[src/rtl/duty_mon_pkg.sv]
// rtl/duty_mon_pkg.sv - shared types and defaults for the duty cycle monitor
//  Contents:
//   CNT_W_DEF    default width of the high/low/idle counters
//   mon_state_t  measurement FSM states (ARM, MEAS_HIGH, MEAS_LOW)
package duty_mon_pkg;

  localparam int CNT_W_DEF = 8;

  typedef enum logic [1:0] {
    ARM       = 2'd0,
    MEAS_HIGH = 2'd1,
    MEAS_LOW  = 2'd2
  } mon_state_t;

endpackage

[src/rtl/sync_edge_detect.sv]
// rtl/sync_edge_detect.sv - input synchronizer with registered-level edge detect
//  Ports:
//   clock   in   sampling clock, posedge
//   reset   in   synchronous, active-high; clears sync chain and prev flop
//   sig_in  in   asynchronous level to be sampled
//   s       out  synchronized level (last sync stage)
//   rise    out  s went 0->1 this cycle
//   fall    out  s went 1->0 this cycle
module sync_edge_detect #(
  parameter int SYNC_STAGES = 2
) (
  input  logic clock,
  input  logic reset,
  input  logic sig_in,
  output logic s,
  output logic rise,
  output logic fall
);

  logic [SYNC_STAGES-1:0] sync_q;
  logic                   prev_q;

  always_ff @(posedge clock) begin
    if (reset) begin
      sync_q <= '0;
      prev_q <= 1'b0;
    end else begin
      sync_q <= {sync_q[SYNC_STAGES-2:0], sig_in};
      prev_q <= sync_q[SYNC_STAGES-1];
    end
  end

  assign s    = sync_q[SYNC_STAGES-1];
  assign rise = s & ~prev_q;
  assign fall = ~s & prev_q;

endmodule

[src/rtl/duty_cycle_monitor.sv]
// rtl/duty_cycle_monitor.sv - measures high/low time of a slow sampled clock
//  Ports:
//   clock        in   fast sampling clock, posedge
//   reset        in   synchronous, active-high
//   sig_in       in   monitored divided clock (asynchronous)
//   enable       in   1 = measure, 0 = return to ARM with counters cleared
//   high_cnt     out  cycles high in last complete period
//   low_cnt      out  cycles low in last complete period
//   period       out  high_cnt + low_cnt (one bit wider)
//   meas_valid   out  one-cycle pulse when the result registers update
//   duty_ok      out  |high_cnt - low_cnt| <= TOL for last measurement
//   stuck        out  sticky: no edge seen within TIMEOUT cycles
//   stuck_level  out  synchronized level captured when stuck was set
module duty_cycle_monitor
  import duty_mon_pkg::*;
#(
  parameter int CNT_W       = CNT_W_DEF,
  parameter int TOL         = 1,
  parameter int TIMEOUT     = 255,
  parameter int SYNC_STAGES = 2
) (
  input  logic             clock,
  input  logic             reset,
  input  logic             sig_in,
  input  logic             enable,
  output logic [CNT_W-1:0] high_cnt,
  output logic [CNT_W-1:0] low_cnt,
  output logic [CNT_W:0]   period,
  output logic             meas_valid,
  output logic             duty_ok,
  output logic             stuck,
  output logic             stuck_level
);

  localparam logic [CNT_W-1:0] TIMEOUT_V = CNT_W'(TIMEOUT);
  localparam logic [CNT_W:0]   TOL_V     = (CNT_W+1)'(TOL);
  localparam logic [CNT_W-1:0] ONE_V     = CNT_W'(1);

  logic s;
  logic rise;
  logic fall;

  sync_edge_detect #(
    .SYNC_STAGES (SYNC_STAGES)
  ) u_sync (
    .clock  (clock),
    .reset  (reset),
    .sig_in (sig_in),
    .s      (s),
    .rise   (rise),
    .fall   (fall)
  );

  mon_state_t       state_q;
  mon_state_t       state_d;
  logic [CNT_W-1:0] hcnt;
  logic [CNT_W-1:0] lcnt;
  logic [CNT_W-1:0] idle;

  // Per-cycle control strobes decoded from the state and edges
  logic go_high;
  logic go_low;
  logic do_meas;
  logic inc_high;
  logic inc_low;
  logic inc_idle;
  logic timeout;

  // ---------------------------------------------------------------------
  // State register
  // ---------------------------------------------------------------------
  always_ff @(posedge clock) begin
    if (reset) begin
      state_q <= ARM;
    end else begin
      state_q <= state_d;
    end
  end

  // ---------------------------------------------------------------------
  // Next-state logic; an edge always wins over a timeout in the same cycle
  // ---------------------------------------------------------------------
  always_comb begin
    state_d = state_q;
    if (!enable) begin
      state_d = ARM;
    end else begin
      case (state_q)
        ARM: begin
          if (rise) state_d = MEAS_HIGH;
        end
        MEAS_HIGH: begin
          if (fall)                    state_d = MEAS_LOW;
          else if (hcnt == TIMEOUT_V)  state_d = ARM;
        end
        MEAS_LOW: begin
          if (rise)                    state_d = MEAS_HIGH;
          else if (lcnt == TIMEOUT_V)  state_d = ARM;
        end
        default: state_d = ARM;
      endcase
    end
  end

  // ---------------------------------------------------------------------
  // Output (strobe) decode
  // ---------------------------------------------------------------------
  always_comb begin
    go_high  = 1'b0;
    go_low   = 1'b0;
    do_meas  = 1'b0;
    inc_high = 1'b0;
    inc_low  = 1'b0;
    inc_idle = 1'b0;
    timeout  = 1'b0;
    if (enable) begin
      case (state_q)
        ARM: begin
          go_high  = rise;
          inc_idle = !rise && (idle != TIMEOUT_V);
          timeout  = !rise && (idle == TIMEOUT_V);
        end
        MEAS_HIGH: begin
          go_low   = fall;
          inc_high = !fall && (hcnt != TIMEOUT_V);
          timeout  = !fall && (hcnt == TIMEOUT_V);
        end
        MEAS_LOW: begin
          go_high  = rise;
          do_meas  = rise;
          inc_low  = !rise && (lcnt != TIMEOUT_V);
          timeout  = !rise && (lcnt == TIMEOUT_V);
        end
        default: begin
          go_high = 1'b0;
        end
      endcase
    end
  end

  // ---------------------------------------------------------------------
  // Counters. The edge cycle itself counts as the first cycle of a level,
  // so a new level starts its counter at 1. TIMEOUT bounds every counter,
  // so no wrap is possible.
  // ---------------------------------------------------------------------
  always_ff @(posedge clock) begin
    if (reset || !enable || timeout) begin
      hcnt <= '0;
      lcnt <= '0;
      idle <= '0;
    end else begin
      if (go_high) begin
        hcnt <= ONE_V;
        lcnt <= '0;
        idle <= '0;
      end
      if (go_low)   lcnt <= ONE_V;
      if (inc_high) hcnt <= hcnt + ONE_V;
      if (inc_low)  lcnt <= lcnt + ONE_V;
      if (inc_idle) idle <= idle + ONE_V;
    end
  end

  // ---------------------------------------------------------------------
  // Result compare: widen by one bit so the difference carries its sign
  // ---------------------------------------------------------------------
  logic [CNT_W:0] sum_w;
  logic [CNT_W:0] diff_w;
  logic [CNT_W:0] abs_w;
  logic           within_tol;

  always_comb begin
    sum_w      = {1'b0, hcnt} + {1'b0, lcnt};
    diff_w     = {1'b0, hcnt} - {1'b0, lcnt};
    abs_w      = diff_w[CNT_W] ? ((CNT_W+1)'(0) - diff_w) : diff_w;
    within_tol = (abs_w <= TOL_V);
  end

  // ---------------------------------------------------------------------
  // Result registers; held between measurements and across enable=0
  // ---------------------------------------------------------------------
  always_ff @(posedge clock) begin
    if (reset) begin
      high_cnt    <= '0;
      low_cnt     <= '0;
      period      <= '0;
      meas_valid  <= 1'b0;
      duty_ok     <= 1'b0;
      stuck       <= 1'b0;
      stuck_level <= 1'b0;
    end else begin
      meas_valid <= do_meas;
      if (do_meas) begin
        high_cnt <= hcnt;
        low_cnt  <= lcnt;
        period   <= sum_w;
        duty_ok  <= within_tol;
        stuck    <= 1'b0;
      end else if (timeout) begin
        stuck       <= 1'b1;
        stuck_level <= s;
      end
    end
  end

endmodule

[config.mk]
export PLATFORM = sky130hd
export DESIGN_NAME = duty_cycle_monitor
export DESIGN_NICKNAME = d
export VERILOG_FILES = /design/src/rtl/duty_mon_pkg.sv /design/src/rtl/sync_edge_detect.sv /design/src/rtl/duty_cycle_monitor.sv
export SDC_FILE = /design/constraint.sdc
export NUM_CORES = 1
export LEC_CHECK = 0
export ABC_AREA = 0
export CORE_MARGIN = 3
export CORE_UTILIZATION = 48
export DETAILED_ROUTE_END_ITERATION = 8
export PLACE_DENSITY = 0.76
export RECOVER_POWER = 100
export SYNTH_ARGS = -nofsm -noshare
export SYNTH_HDL_FRONTEND = slang
export SYNTH_SLANG_ARGS = --single-unit
[constraint.sdc]
create_clock -name clock -period 3.6 [get_ports clock]
set_clock_uncertainty 0.1 [all_clocks]
set_input_delay 0.54 -clock clock [delete_from_list [all_inputs] [get_ports clock]]
set_output_delay 0.54 -clock clock [all_outputs]
set_load 0.01 [all_outputs]
==> flow_summary.json <==
{
  "outcome": "finished clean",
  "synthXorXnorAreaFrac_pct": 3.43,
  "maxCapViolCount": 0,
  "core_sq_mm": 0.00649,
  "ant_nets": 0,
  "clk_latency_ns": 0.34,
  "worstMarginPinSlew_ns": 1.11,
  "dp_hpwl_microns": 5980,
  "synth_top_area_share_pct": 35.4,
  "synthMostInstantiatedCell": "dfxtp_1",
  "setup_viol_count_final": 0,
  "vias": 3024,
  "finalSetupTns_ns": 0,
  "cts_tree": "done",
  "grt_usage_pct": 22.5,
  "ys.flop_type": "dfxtp_1",
  "syn_to_final_growth_pct": 18.1,
  "grt_start_max_net_pins": 22,
  "start_util_pct": 50.5,
  "r2r_start": "lcnt[0]",
  "hold_path.class": "flip-flop to flip-flop",
  "cts.clk_slew.worst_paths_ns": 0.06,
  "p_leak_nw": 1.55,
  "htreeDepth": 3,
  "slew_headroom_pct": 26.3,
  "ys_top_cells_by_count": "dfxtp_1, nor2_1, o21ai_0, a21oi_1, nand2_1",
  "clk_root_buffer_cell": "clkbuf_8",
  "grt-ovfl-total": 0,
  "crit_path_end_kind": "flip-flop",
  "antenna_found_initial": 0,
  "fin_hold_ws_ns": 0.347,
  "dr.pass1.iters": 4,
  "cp_max_fo": 9,
  "portBuffers": 32,
  "first_iter_violations": 197,
  "max_freq_mhz": 330,
  "cp_data_arrival_time_ns": 3.16,
  "nets": 456,
  "ys_seq_elements": 58,
  "synth_top_family_by_area": "simple AND/OR/NAND/NOR gates",
  "place_congestion": 0.894,
  "drt-total-wl_microns": 8130,
  "finalHoldViolCount": 0,
  "drive_gt1_share_pct": 6.90,
  "crit_path_start": "lcnt[0]",
  "drc": 0,
  "grt_pass1_vias": 2981,
  "rsz0062_at_grt": "no",
  "grt_pass1_wl_microns": 13800,
  "cts_buffer_depth": 2,
  "fillers": 579,
  "synthSimpleGateAreaFrac_pct": 24.8,
  "setup.worst_path.class": "flip-flop to flip-flop",
  "synthCells": 400,
  "synth-async-reset-ratio_pct": 0,
  "rows": 29,
  "synth_fa_ha_area_share_pct": 8.84,
  "synth_compound_area_share_pct": 22.1,
  "via_per_inst": 5.91,
  "period_share_pct": 84.1,
  "critPathRequiredTime_ns": 3.74,
  "avgSynthCellArea_sq_um": 8.21,
  "yosysTopAreaCell": "dfxtp_1",
  "powerDensity_mw_per_mm2": 349,
  "ioPinCount": 33,
  "wl_per_cell_microns": 15.9,
  "cts_buffers": 9,
  "ir_drop_uv": 285,
  "synth_mux_area_share_pct": 1.22,
  "startpoint_type": "flip-flop",
  "synth_area_leaders": "dfxtp_1, ha_1, o21ai_0",
  "hp-start": "period[0]",
  "cts_resized": 0,
  "synth_warnings": 0,
  "die_area_sq_mm": 0.00787,
  "yosysUniqueCellTypes": 57,
  "netlist_area_sq_mm": 0.00328,
  "slew_violations": 0,
  "ctsHoldBuffers": 0,
  "syn_nets": 426,
  "die_x_microns": 88.7,
  "min_period_ns": 3.03,
  "die-height_microns": 88.7,
  "synth_edf_count": 0,
  "cts_sinks": 58,
  "ys_seq_area_share_pct": 35.4,
  "post_cts_buffers": 0,
  "antenna-diode-count": 0
}
==> registers in the layout, indices dropped and copies added, names as in the netlist <==
signal,flops
duty_ok,1
hcnt,8
high_cnt,8
idle,8
lcnt,8
low_cnt,8
meas_valid,1
period,9
state_q,2
stuck,1
stuck_level,1
u_sync.prev_q,1
u_sync.sync_q,2
==> cell families after synthesis <==
logic type,after synthesis
compound gates,111
xor+xnor,12
fa+ha+maj,22
buf+inv,36
flops,58
mux,4
simple gates,157
==> cells in the final DEF (no fill, tap or decap), types with 4 or more instances in the layout <==
| master | count |
|---|---|
| nand3_1 | 19 |
| xnor2_1 | 10 |
| nor4_1 | 4 |
| a211oi_1 | 4 |
| and3_1 | 10 |
| or2_2 | 4 |
| o21ai_0 | 35 |
| a22o_1 | 7 |
| a21oi_1 | 30 |
| dlygate4sd3_1 | 31 |
| o21bai_1 | 5 |
| nor3_1 | 6 |
| mux2i_1 | 4 |
| or3_1 | 7 |
| nor2b_1 | 8 |
| nor2_1 | 40 |
| nand2_1 | 31 |
| nand2b_1 | 5 |
| clkbuf_8 | 10 |
| ha_1 | 20 |
| o21a_1 | 4 |
| dfxtp_1 | 58 |
| nand3b_1 | 6 |
| nand4_1 | 5 |
| inv_1 | 19 |
==> worst max-delay path, stage by stage (launching register included) <==
cell and delay (ns):
dfxtp_1 0.44, ha_1 0.29, inv_1 0.08, fa_1 0.45
xnor2_2 0.38, nand4_1 0.16, mux2i_1 0.25, and4b_1 0.24
o221a_2 0.18, nor3_1 0.05, o41ai_2 0.32
==> metrics by stage <==
step,total power [mW],util (%),cells,worst slack [ns],area [sq um]
2_1_floorplan,0.689,-,400,0.982,3280
3_3_place_gp,0.702,56.4,496,0.805,3670
3_5_place_dp,0.704,56.4,496,0.603,3670
4_1_cts,1.36,59.8,512,0.601,3880
5_1_grt,1.40,59.7,512,0.256,3880
6_report,1.35,59.7,512,0.572,3880
==> routing by layer <==
layer / wire [microns] / global-route usage (%)
met1: 3510 / 26.3
met5: 0 / 0
met4: 172 / 9.07
met3: 332 / 6.33
met2: 4120 / 38.5
==> power by group <==
part	switching, mW	leakage, nW	internal, mW
sequential	0.00209	0.468	0.644
clock	0.256	0.109	0.406
combinational	0.0292	0.972	0.0135
==> path summary, 6_finish.rpt <==
path / end / slack (ns) / depth (start not counted)
worst max-delay path: duty_ok / 0.57 / 10
worst min register to register: period[0] / 0.35 / 2
worst max register to register: duty_ok / 0.57 / 10
worst min-delay path: period[0] / 0.35 / 2
==> area by class of cell <==
cell class | instances | area (sq um) | area share (%)
Multi-Input combinational cell | 306 | 1990 | 51.2
Sequential cell | 58 | 1160 | 29.9
Timing Repair Buffer | 36 | 343 | 8.84
Clock buffer | 11 | 141 | 3.65
Tap cell | 77 | 96.3 | 2.48
Clock inverter | 5 | 77.6 | 2.00
Inverter | 19 | 71.3 | 1.84
No activity file was read; power rests on OpenSTA's default activity.
